`src/rtl/manchester_frame_rx.sv`:
```
// manchester_frame_rx
//   Decoder for the Manchester-coded counter readout link. Hunts for the
//   leading '1' of the sync header, which shows up as a long high run. It then
//   checks the rest of the header and shifts in LENGTH payload bits, MSB first.
//   The decoder re-aligns on every accepted mid-bit transition.
//
// Ports
//   clk           receiver clock (oversamples the line)
//   rst_n         asynchronous active-low reset
//   ena           decoder enable; low forces HUNT and suppresses outputs
//   rx_in         asynchronous Manchester line
//   data          payload of the last good frame (held)
//   data_valid    one-cycle pulse when data updates
//   sync_error    one-cycle pulse on header mismatch
//   timeout_error one-cycle pulse on a missing mid-bit transition
//   busy          high while in SYNC or DATA
module manchester_frame_rx #(
    parameter int unsigned LENGTH          = 20,
    parameter int unsigned HALF_BIT_CYCLES = 4,
    parameter logic [3:0]  SYNC_PATTERN    = 4'b1010
) (
    input  logic              clk,
    input  logic              rst_n,
    input  logic              ena,
    input  logic              rx_in,
    output logic [LENGTH-1:0] data,
    output logic              data_valid,
    output logic              sync_error,
    output logic              timeout_error,
    output logic              busy
);

    localparam int unsigned H  = HALF_BIT_CYCLES;
    localparam int unsigned CW = $clog2(4 * H) + 1;
    localparam int unsigned BW = $clog2(LENGTH);

    // Counters hold (cycles since edge - 1), so the thresholds below are
    // one less than the nominal run/window lengths.
    localparam logic [CW-1:0] RUN_MIN = CW'(3 * H / 2 - 1);
    localparam logic [CW-1:0] W_LO    = CW'(3 * H / 2 - 1);
    localparam logic [CW-1:0] W_HI    = CW'(5 * H / 2 - 1);
    localparam logic [BW-1:0] LAST    = BW'(LENGTH - 1);

    typedef enum logic [1:0] {
        HUNT,
        SYNC,
        DATA
    } state_t;

    state_t state, state_n;

    logic              s1, s2, s3;
    logic [2:0]        smp_vld;
    logic [CW-1:0]     run_cnt;
    logic              high_run;
    logic [CW-1:0]     w;
    logic [1:0]        idx;
    logic [BW-1:0]     cnt;
    logic [LENGTH-1:0] shreg;

    logic edge_det, rise, fall, bit_val;
    logic hunt_lock, mid_edge, win_expired, hdr_mismatch, last_bit;
    logic dv_n, se_n, te_n;

    // ------------------------------------------------------------------
    // Input synchronizer and edge detection
    // ------------------------------------------------------------------
    always_ff @(posedge clk or negedge rst_n) begin
        if (!rst_n) begin
            s1      <= 1'b0;
            s2      <= 1'b0;
            s3      <= 1'b0;
            smp_vld <= '0;
        end else begin
            s1      <= rx_in;
            s2      <= s1;
            s3      <= s2;
            smp_vld <= {smp_vld[1:0], 1'b1};
        end
    end

    assign edge_det = s2 ^ s3;
    assign rise     = edge_det & s2;
    assign fall     = edge_det & ~s2;
    // The level before the mid-bit edge is the bit value.
    assign bit_val  = s3;

    // ------------------------------------------------------------------
    // Run counter. high_run marks a high run that began with a genuine
    // rising edge; a rise against the reset value of s3 does not count.
    // ------------------------------------------------------------------
    always_ff @(posedge clk or negedge rst_n) begin
        if (!rst_n) begin
            run_cnt  <= '0;
            high_run <= 1'b0;
        end else begin
            if (edge_det)
                run_cnt <= '0;
            else if (run_cnt != '1)
                run_cnt <= run_cnt + CW'(1);

            if (rise)
                high_run <= smp_vld[2];
            else if (fall)
                high_run <= 1'b0;
        end
    end

    assign hunt_lock    = fall && high_run && (run_cnt >= RUN_MIN);
    assign mid_edge     = edge_det && (w >= W_LO) && (w <= W_HI);
    assign win_expired  = !mid_edge && (w >= W_HI);
    assign hdr_mismatch = (bit_val != SYNC_PATTERN[idx]);
    assign last_bit     = (cnt == LAST);

    // ------------------------------------------------------------------
    // FSM: state register
    // ------------------------------------------------------------------
    always_ff @(posedge clk or negedge rst_n) begin
        if (!rst_n)
            state <= HUNT;
        else
            state <= state_n;
    end

    // ------------------------------------------------------------------
    // FSM: next state
    // ------------------------------------------------------------------
    always_comb begin
        state_n = state;
        if (!ena) begin
            state_n = HUNT;
        end else begin
            case (state)
                HUNT: if (hunt_lock) state_n = SYNC;
                SYNC: begin
                    if (mid_edge) begin
                        if (hdr_mismatch)
                            state_n = HUNT;
                        else if (idx == 2'd0)
                            state_n = DATA;
                    end else if (win_expired) begin
                        state_n = HUNT;
                    end
                end
                DATA: begin
                    if ((mid_edge && last_bit) || win_expired)
                        state_n = HUNT;
                end
                default: state_n = HUNT;
            endcase
        end
    end

    // ------------------------------------------------------------------
    // FSM: outputs (pulses are registered below)
    // ------------------------------------------------------------------
    always_comb begin
        dv_n = 1'b0;
        se_n = 1'b0;
        te_n = 1'b0;
        busy = ena && (state == SYNC || state == DATA);
        if (ena) begin
            case (state)
                SYNC: begin
                    se_n = mid_edge && hdr_mismatch;
                    te_n = win_expired;
                end
                DATA: begin
                    dv_n = mid_edge && last_bit;
                    te_n = win_expired;
                end
                default: ;
            endcase
        end
    end

    // ------------------------------------------------------------------
    // Datapath: window counter, header index, payload shifter
    // ------------------------------------------------------------------
    always_ff @(posedge clk or negedge rst_n) begin
        if (!rst_n) begin
            w             <= '0;
            idx           <= 2'd2;
            cnt           <= '0;
            shreg         <= '0;
            data          <= '0;
            data_valid    <= 1'b0;
            sync_error    <= 1'b0;
            timeout_error <= 1'b0;
        end else begin
            data_valid    <= dv_n;
            sync_error    <= se_n;
            timeout_error <= te_n;

            // In HUNT w is held at 0, so it starts fresh right after the lock edge.
            if (state == HUNT || mid_edge)
                w <= '0;
            else if (w != '1)
                w <= w + CW'(1);

            case (state)
                HUNT: idx <= 2'd2;
                SYNC: begin
                    cnt   <= '0;
                    shreg <= '0;
                    if (mid_edge)
                        idx <= idx - 2'd1;
                end
                DATA: begin
                    if (mid_edge) begin
                        shreg <= {shreg[LENGTH-2:0], bit_val};
                        cnt   <= cnt + BW'(1);
                    end
                end
                default: ;
            endcase

            if (dv_n)
                data <= {shreg[LENGTH-2:0], bit_val};
        end
    end

endmodule

```
`config.mk`:
```
export PLATFORM = sky130hd
export DESIGN_NAME = manchester_frame_rx
export DESIGN_NICKNAME = d
export VERILOG_FILES = /design/src/rtl/manchester_frame_rx.sv
export SDC_FILE = /design/constraint.sdc
export NUM_CORES = 1
export LEC_CHECK = 0
export CAP_MARGIN = 15
export CORE_UTILIZATION = 45
export DETAILED_ROUTE_END_ITERATION = 10
export GPL_TIMING_DRIVEN = 0
export MAX_ROUTING_LAYER = met4
export PLACE_DENSITY = 0.75
export SETUP_SLACK_MARGIN = 0.3
export SYNTH_ARGS = -nofsm -noshare
export SYNTH_HDL_FRONTEND = slang
export SYNTH_SLANG_ARGS = --single-unit
```
`constraint.sdc`:
```
create_clock -name clk -period 2.24 [get_ports clk]
set_input_delay 0.448 -clock clk [delete_from_list [all_inputs] [get_ports clk]]
set_output_delay 0.448 -clock clk [all_outputs]
set_load 0.01 [all_outputs]
```
==> impl_metrics.ini <==
[outcome]
outcome = completed

[synth]
ys_warn_count = 0
syn_inst = 268
postSynthAreaPerCell_um2 = 11.6
synth_nets = 285
ys_seq_area_share_pct = 54.8
postSynthRegisterBits = 68
synthesis.area_um2 = 3110
synthDistinctLibCells = 40

[route]
drc = 0
first_iter_violations = 106
detailroute.via_count = 2051
drt-vias-per-instance = 5.10
detail_route.wl_per_cell_um = 14.3
detail-route-antenna-nets = 0
detail_route.wirelength_um = 5750
first_pass_iters = 4

[floorplanning]
floorplan.initialDensity_pct = 47.9
io-pin-count = 28
floorplan.die.height_um = 85.1
placement_rows = 29
core-area_um2 = 6490
die-width_um = 85.1
die_area_um2 = 7250

[global_route]
grt_antenna_before_repair = 0
grt_start_max_net_pins = 69
globalRouteOverflowTotal = 0
grt_util_all_layers_pct = 18.6
grt_first_pass_wirelength_um = 10100
first_global_vias = 2162

[clock_network]
clock_tree_from_tritoncts = yes
clkSinkCount = 68
cts_buffers = 9
cts_hold_buf = 0
clock_insertion_delay_worst_skew_ps = 350
cts.clk_slew.worst_paths_ps = 70
clock_tree.htree_level_count = 3
clockBufferDepth = 2
clk_root_buffer_cell = sky130_fd_sc_hd__clkbuf_8

[worst_setup_path]
arrival_ps = 2260
rr_startpoint = bit_val
data_required_time_of_the_worst_path_ps = 2470
timing.rr.end = data[16]
critical_setup_path_class = flip-flop to flip-flop
reg2regPathDepth = 8
worst_path_maximum_fanout = 5
setup.reg_to_reg.worst_slack_ps = 210
crit_path_start_kind = flip-flop
end_kind = flip-flop

[placed_design]
place.port_buffers = 27
place.detailed.instances = 372
gp_routability_congestion = 0.755
detailed_place_hpwl_um = 3500

[sta]
worst_clock_skew_ps = 8.93
worst_slew_pin_slew_ps = 827
max_freq_mhz = 491
grt_setup_unrepaired = yes
slew_viol_final = 0
relSlewSlack_pct = 44.8
report.final.setup_viol = 0
timing.final.crit_share_pct = 90.8
setup-tns-final_ps = 0
post-route-min-period_ps = 2030
final_hold_viol_count = 0

[final_layout]
final_nets = 337
final_layout_size_suffix_gt1_share_pct = 21.8
post_layout_nonfiller_instances = 402
layout_common_cells = 65 x sky130_fd_sc_hd__dfrtp_1, 46 x sky130_fd_sc_hd__nand2_1, 26 x sky130_fd_sc_hd__nand3_1
layout.cells.most_common = sky130_fd_sc_hd__dfrtp_1
synthesis_to_layout_area_growth_pct = 25.5
diodes = 0
final_standard_cell_utilization_of_the_core_pct = 60.1
filler_cell_count = 508

[power_and_ir_drop]
peakVddDrop_mv = 0.366
power_leakage_nw = 1.90
power_per_cell_area_nw_per_um2 = 789

[hold_path]
worst_hold_path_type = primary input to async pin

[job]
cap_violations = 0
==> where the power goes <==
group	internal [W]	total, W	switching (W)
sequential	0.00127	0.00133	0.0000525
clock	0.000854	0.00133	0.000472
combinational	0.000149	0.000427	0.000278
==> stage by stage <==
| step | power [W] | instance area (um2) | setup slack (ps) | hold WS (ps) |
|---|---|---|---|---|
| floorplan | 0.00164 | 3120 | 166 | 152 |
| global placement | 0.00174 | 3490 | -1500 | 334 |
| finish | 0.00308 | 3900 | 205 | 185 |
| global route | 0.00323 | 3900 | 135 | 263 |
| detailed placement | 0.00175 | 3480 | -59.8 | 335 |
| CTS | 0.00308 | 3870 | 223 | 235 |
==> cell families after synthesis <==
group           count (synthesis)  share of synthesized area, %
fa+ha+maj                      13                          5.23
buf+inv                        23                          3.86
mux                            24                          10.8
compound gates                 22                          4.59
xor+xnor                       10                          2.82
other cells                     1                         0.121
simple gates                  107                          17.8
flops                          68                          54.8
==> cell usage after synthesis, drive strengths merged <==
cell type	count	share of area [%]
a211oi	1	0.24
a21o	1	0.24
a21oi	5	0.80
a31oi	3	0.60
and2	6	1.3
and3	3	0.60
buf	8	2.1
clkbuf	5	0.60
conb	1	0.12
dfrtp	67	54
dfstp	1	0.85
ha	13	5.2
inv	10	1.2
mux2	20	9.5
mux2i	4	1.3
nand2	46	5.6
nand2b	2	0.40
nand3	27	4.7
nand4	2	0.89
nand4b	2	0.56
nor2	6	0.72
nor2b	3	0.60
nor3	8	2.0
nor4	1	0.20
o2111ai	1	0.28
o211ai	1	0.40
o21ai	7	1.1
o311a	1	0.32
o311ai	1	0.28
o31a	1	0.28
or3	1	0.20
xnor2	6	1.7
xor2	4	1.1
==> per-layer routing <==
metal	vias to the layer above	wire length (um)	GRT usage (%)	part of all wire [%]
li1	1012	-	-	-
met1	1002	2750	23.9	48
met2	32	2750	29.1	48
met3	5	172	4.38	3.0
met4	0	78	6.47	1.4
met5	-	0	-	0
==> flip-flops by register name, summed over array words and instances (netlist names) <==
register / flops
bit_val: 1
cnt: 5
data: 20
data_valid: 1
high_run: 1
idx: 2
run_cnt: 5
s1: 1
s2: 1
shreg: 19
smp_vld: 3
state: 2
sync_error: 1
timeout_error: 1
w: 5
==> layout make-up <==
cell class	count	area (um2)	area share [%]
tap	77	96.3	2.47
multi-input combinational	177	1300	33.3
sequential	68	1710	43.7
clock buffer	10	128	3.27
timing repair buffer	41	390	10.0
inverter	10	37.5	0.962
clock inverter	6	136	3.50
buffer	13	110	2.82
==> what timing repair did <==
| item | CTS | global route |
|---|---|---|
| pin swaps | 8 | 4 |
| resized for setup | 13 | 15 |
| buffers inserted | 11 | 1 |
| endpoints found under the setup margin | 34 | 38 |
| cloned | 2 | 0 |
==> worst max-delay path, cell delays in order (launching register included) <==
cell	delay, ps
sky130_fd_sc_hd__dfrtp_1	400
sky130_fd_sc_hd__ha_1	320
sky130_fd_sc_hd__buf_8	140
sky130_fd_sc_hd__nor3_4	160
sky130_fd_sc_hd__nand3_4	110
sky130_fd_sc_hd__nor3_4	220
sky130_fd_sc_hd__buf_6	140
sky130_fd_sc_hd__buf_8	130
sky130_fd_sc_hd__mux2_4	300
==> how the worst max path moves through the flow <==
stage                     startpoint        to  slack (ps)  cells after the start
after CTS                    bit_val   data[4]         220                      8
after detailed placement          s2  data[11]         -60                      8
final                        bit_val  data[16]         210                      8
after global routing         bit_val   data[3]         130                      8
after global placement         rst_n   data[9]       -1500                      1
after floorplan              bit_val  data[10]         170                      7
Note: power is estimated with default switching activity, not from simulation.
